===== src/rtl/load_store_unit.sv =====
// load_store_unit: one request at a time to a sync-read SPRAM; load 3 cycles, store/fault 2 cycles to response.
// Response held stable until rsp_ready, req_ready low meanwhile; `define LSU_STATS_EN to build the stat counters.
module load_store_unit #(
  parameter logic [31:0] MEM_BYTES = 32'h0020_0000
) (
  input  logic        CLK,
  input  logic        RST_N,
  input  logic        req_valid,
  output logic        req_ready,
  input  logic        req_we,
  input  logic [2:0]  req_funct3,
  input  logic [31:0] req_base,
  input  logic [11:0] req_offset,
  input  logic [31:0] req_wdata,
  output logic        rsp_valid,
  input  logic        rsp_ready,
  output logic [31:0] rsp_rdata,
  output logic        rsp_exc,
  output logic [3:0]  rsp_cause,
  output logic [31:0] rsp_addr,
  output logic [31:0] mem_addr,
  output logic [31:0] mem_data_in,
  input  logic [31:0] mem_data_out,
  output logic        mem_wr,
  output logic        mem_en,
  output logic [2:0]  mem_size,
  input  logic        mem_exception,
  output logic [31:0] stat_loads,
  output logic [31:0] stat_stores,
  output logic [31:0] stat_faults
);

  typedef enum logic [1:0] {S_IDLE, S_ISSUE, S_WAIT, S_RESP} state_t;

  state_t      state_q, state_d;
  logic [31:0] ea_q;
  logic [2:0]  funct3_q;
  logic        we_q;
  logic [31:0] wdata_q;
  logic [31:0] rdata_q;
  logic        exc_q;
  logic [3:0]  cause_q;

  logic        illegal;
  logic        misaligned;
  logic        out_of_range;
  logic        local_fault;
  logic [3:0]  cause_d;
  logic [31:0] ea_d;

  assign ea_d = req_base + {{20{req_offset[11]}}, req_offset};

  // Checks work only on registered request fields, so mem_wr has no path from mem_exception.
  always_comb begin
    illegal      = we_q ? (funct3_q[2] | (funct3_q[1:0] == 2'b11))
                        : ((funct3_q == 3'b011) | (funct3_q[2:1] == 2'b11));
    misaligned   = ((funct3_q[1:0] == 2'b01) & ea_q[0])
                 | ((funct3_q[1:0] == 2'b10) & (ea_q[1:0] != 2'b00));
    out_of_range = (ea_q >= MEM_BYTES);
    local_fault  = illegal | misaligned | out_of_range;
    cause_d      = 4'd0;
    if (illegal)            cause_d = 4'd2;
    else if (misaligned)    cause_d = we_q ? 4'd6 : 4'd4;
    else if (out_of_range)  cause_d = we_q ? 4'd7 : 4'd5;
    else if (mem_exception) cause_d = we_q ? 4'd6 : 4'd4;
  end

  always_ff @(posedge CLK or negedge RST_N) begin
    if (!RST_N) state_q <= S_IDLE;
    else        state_q <= state_d;
  end

  always_comb begin
    state_d   = state_q;
    req_ready = 1'b0;
    rsp_valid = 1'b0;
    mem_en    = 1'b0;
    mem_wr    = 1'b0;
    case (state_q)
      S_IDLE: begin
        req_ready = 1'b1;
        if (req_valid) state_d = S_ISSUE;
      end
      S_ISSUE: begin
        mem_en = 1'b1;
        mem_wr = we_q & ~local_fault;
        if (local_fault | mem_exception | we_q) state_d = S_RESP;
        else                                    state_d = S_WAIT;
      end
      S_WAIT: state_d = S_RESP;
      S_RESP: begin
        rsp_valid = 1'b1;
        if (rsp_ready) state_d = S_IDLE;
      end
      default: state_d = S_IDLE;
    endcase
  end

  always_ff @(posedge CLK or negedge RST_N) begin
    if (!RST_N) begin
      ea_q     <= '0;
      funct3_q <= '0;
      we_q     <= 1'b0;
      wdata_q  <= '0;
      rdata_q  <= '0;
      exc_q    <= 1'b0;
      cause_q  <= '0;
    end else begin
      case (state_q)
        S_IDLE: begin
          if (req_valid) begin
            ea_q     <= ea_d;
            funct3_q <= req_funct3;
            we_q     <= req_we;
            wdata_q  <= req_wdata;
          end
        end
        S_ISSUE: begin
          exc_q   <= local_fault | mem_exception;
          cause_q <= cause_d;
          rdata_q <= '0;
        end
        S_WAIT: rdata_q <= mem_data_out;
        default: ;
      endcase
    end
  end

  // Request registers double as the memory port holding registers between accesses.
  assign mem_addr    = ea_q;
  assign mem_size    = funct3_q;
  assign mem_data_in = wdata_q;
  assign rsp_rdata   = rdata_q;
  assign rsp_exc     = exc_q;
  assign rsp_cause   = cause_q;
  assign rsp_addr    = ea_q;

`ifdef LSU_STATS_EN
  logic        rsp_fire;
  logic [31:0] loads_q, stores_q, faults_q;

  assign rsp_fire = rsp_valid & rsp_ready;

  always_ff @(posedge CLK or negedge RST_N) begin
    if (!RST_N) begin
      loads_q  <= '0;
      stores_q <= '0;
      faults_q <= '0;
    end else if (rsp_fire) begin
      if (exc_q)      faults_q <= faults_q + 32'd1;
      else if (we_q)  stores_q <= stores_q + 32'd1;
      else            loads_q  <= loads_q + 32'd1;
    end
  end

  assign stat_loads  = loads_q;
  assign stat_stores = stores_q;
  assign stat_faults = faults_q;
`else
  assign stat_loads  = '0;
  assign stat_stores = '0;
  assign stat_faults = '0;
`endif

endmodule


===== config.mk =====
export PLATFORM = sky130hd
export DESIGN_NAME = load_store_unit
export DESIGN_NICKNAME = d
export VERILOG_FILES = /design/src/rtl/load_store_unit.sv
export SDC_FILE = /design/constraint.sdc
export NUM_CORES = 1
export LEC_CHECK = 0
export CAP_MARGIN = 10
export CORE_MARGIN = 2
export CORE_UTILIZATION = 37
export CTS_CLUSTER_SIZE = 24
export DETAILED_ROUTE_END_ITERATION = 6
export PLACE_DENSITY = 0.79
export SETUP_SLACK_MARGIN = 0.1
export SLEW_MARGIN = 0
export SYNTH_ARGS = -nofsm -noshare
export SYNTH_HDL_FRONTEND = slang
export SYNTH_SLANG_ARGS = --single-unit

===== constraint.sdc =====
create_clock -name CLK -period 1.9 [get_ports CLK]
set_input_delay 0.19 -clock CLK [delete_from_list [all_inputs] [get_ports CLK]]
set_output_delay 0.19 -clock CLK [all_outputs]
set_load 0.005 [all_outputs]

==> reports/metrics.yaml <==
run_status:
  outcome: "finished with violations"
  violations: "setup timing"
routing:
  wl_per_cell_um: 16.60
  drt_iter0_markers: 345
  drc: 0
  drtAntennaViolNets: 0
  viasPerCell: 4.898
  drt_first_pass_iters: 6
  vias: 6945
  wl_um: 23540
clock_tree:
  clk_transition_reported_paths_ps: 70
  clkSinkCount: 106
  clk_latency_ps: 350
  cts_buffers: 9
  cts.path.max_buffers: 2
  root_buffer: "clkbuf_16"
  cts.htree.levels: 3
  cts_tree: "done"
final_layout:
  syn_to_final_growth_pct: 64.69
  final_area_um2: 11250
  fillers: 1436
  seqCellArea_um2: 2653
  multiInputGateArea_um2: 4079
  antenna_cells: 0
  nets: 1337
  drive_gt1_frac: 0.2506
sta:
  maxSlewViolCount: 0
  fin_crit_ps: 2095
  finalCritPeriodShare: 1.103
  fin_worst_skew_ps: 10.81
  hold_viol_final: 0
  setup_viol: 12
  rsz0062_at_grt: "yes"
  fmax_ghz: 0.4773
  layout_setup_ws_ps: -195.2
hold_path:
  min_path_type: "in -> reg"
setup_path:
  critical-path-top-delay-family: "simple AND/OR/NAND/NOR gates"
  cp_num_buf_inv: 1
  path_cells: "nor4_2, nand3_2, buf_6, or3_4, o31a_1, o21ai_1, o21ai_1, o22a_1"
  path_class: "reg -> reg"
  crit_arrival_ps: 2330
  crit_path_max_fanout: 2
  cp-end-kind: "flop"
  worst_ep_required_time_ps: 2140
  slowest_stage: "dfrtp_1"
  r2r_setup_slack_ps: -200
  critPathLaunchType: "flop"
  slowest_delay_ps: 390
  cpMostUsedCell: "o21ai_1"
yosys:
  ys_types: 52
  async_reset_ff_frac: 1.000
  synth_largest_area_cell: "dfrtp_1"
  synth_edf_count: 0
  synthTopCellsByArea: "dfrtp_1 39%, buf_4 14%, nand2_1 9.8%, ha_1 6.4%, o21ai_1 3.2%"
  ys_seq_area_frac: 0.3883
  synth_cells: 826
  synthFlopType: "dfrtp_1"
  netlist_area_um2: 6832
  avgSynthCellArea_um2: 8.271
  ys_ff_latch: 106
  synth.most_common_cell: "nand2_1"
  yosysWarnings: 0
  synthTopCellsByCount: "179 x nand2_1, 129 x buf_4, 106 x dfrtp_1"
  synth_top_area_frac: 0.3883
floorplanning:
  die_h_um: 139.9
  fp.dieArea_um2: 19570
  die_x_um: 139.9
  initial_utilization: 0.3790
  core_area_um2: 18020
  std_cell_rows: 49
  ios: 353
placed_design:
  gp_routability_congestion: 0.8588
  hpwlAfterDp_um: 16440
  port_buffers: 255
  pre_cts_ws_ps: -865.0
  dpl_cell_area_um2: 9928
global_routing:
  met2_usage: 0.3720
  overflow: 0
  grt_max_degree: 66
  grt_pass1_vias: 6450
  grt_pass1_wl_um: 33950
  antenna_found_initial: 0
  gr-usage-met3: 0.03235
  grt.busiest_layer: "met2"
  grt_usage: 0.2142
  grt.met1_usage: 0.2751
power:
  p_leak_nw: 5.145
  ir_drop_mv: 0.7978
  p_per_area_nw_per_um2: 1137
job:
  max-cap-violations: 0
cells by family (layout without fill, tap and decap cells):
family | Yosys count | count (layout) | share of synthesized area
muxes | 2 | 2 | 0.002931
other | 1 | 97 | 0.0005489
AOI/OAI and AO/OA | 172 | 172 | 0.1502
xor gates and xnor gates | 26 | 26 | 0.03333
buffers and inverters | 198 | 465 | 0.1797
adders and majority gates | 36 | 36 | 0.06703
and+or+nand+nor | 285 | 285 | 0.1780
DFF | 106 | 106 | 0.3883
power breakdown:
| part | total, W | leakage (nW) | switching (W) | internal [W] |
|---|---|---|---|---|
| sequential | 0.00378 | 1.35 | 0.000631 | 0.00315 |
| combinational | 0.00709 | 3.65 | 0.00325 | 0.00384 |
| clock | 0.00192 | 0.148 | 0.000887 | 0.00104 |
| total | 0.0128 | 5.15 | 0.00477 | 0.00802 |
area by class of cell:
cell class,count,area share
tap,229,0.02547
clock buffer,9,0.02002
timing repair buffer,409,0.3361
sequential,106,0.2358
inverter,40,0.01335
clock inverter,7,0.006784
multi-input combinational,618,0.3625
sequential cells by signal, summed over array words and instances, names as in the netlist:
name,count
state_q,2
we_q,1
rsp_rdata,32
rsp_exc,1
rsp_cause,3
mem_data_in,32
mem_addr,32
mem_size,3
stage by stage:
step | TNS (ps) | util | power [W] | cells | hold WS, ps
floorplan | -1107 | - | 0.006788 | 922 | -105.6
global placement | -16860 | 0.5508 | 0.01009 | 1360 | 173.7
detailed placement | -17860 | 0.5508 | 0.01030 | 1360 | 169.8
CTS | -384.6 | 0.5948 | 0.01249 | 1400 | 143.5
global route | -2069 | 0.6242 | 0.01362 | 1418 | 178.8
finish | -1011 | 0.6242 | 0.01279 | 1418 | 157.8
path summary, 6_finish.rpt:
check / start / end / cells after the start
min in group asynchronous: RST_N / mem_data_in[29]$_DFFE_PN0P_ / 2
hold reg to reg: mem_data_in[7]$_DFFE_PN0P_ / mem_data_in[7]$_DFFE_PN0P_ / 2
hold / removal: req_base[0] / mem_addr[0]$_DFFE_PN0P_ / 4
max in group asynchronous: RST_N / rsp_rdata[1]$_DFFE_PN0P_ / 3
setup reg to reg: mem_addr[30]$_DFFE_PN0P_ / state_q[0]$_DFFE_PN0P_ / 8
setup / recovery: mem_addr[30]$_DFFE_PN0P_ / state_q[0]$_DFFE_PN0P_ / 8
layer usage:
| metal | share of wire | wire [um] |
|---|---|---|
| met1 | 0.40 | 9507 |
| met2 | 0.51 | 12010 |
| met3 | 0.055 | 1290 |
| met4 | 0.031 | 730 |
| met5 | 0 | 0 |
layout by cell type, fill, tap and decap left out, types with 4 or more instances in the layout:
cell type        instances
a21oi_1                 20
o21ai_2                  4
a21oi_4                  4
nor2_1                  24
ha_1                     9
nor2_2                   4
nand2_4                  4
dfrtp_1                106
inv_1                   39
a21oi_2                 19
o211ai_1                 6
ha_2                     4
nand2_1                169
dlymetal6s2s_1           4
buf_6                   25
a21o_1                   6
nand4_1                  5
o21ai_1                 44
xnor2_1                  8
buf_2                   13
buf_12                   4
nand2_2                  6
dlygate4sd2_1            9
ha_4                    22
nand3_1                 39
xor2_1                  14
conb_1                  97
buf_4                  127
o21ai_0                 32
clkdlybuf4s50_1        217
clkbuf_16                9
worst register-to-register path, cell delays in order (launching register included):
cell,delay (ps)
dfrtp_1,390
nor4_2,320
nand3_2,180
buf_6,170
or3_4,360
o31a_1,240
o21ai_1,110
o21ai_1,70
o22a_1,150
timing repair:
item                                    CTS  global route
pin swaps                                62            76
resized for setup                       153            95
gates cloned                              1             0
endpoints found under the setup margin   30            26
setup buffers                            23            21
hold buffers                              1             0
hold endpoints to repair                 30             0
Power figures use the tool's default switching activity.
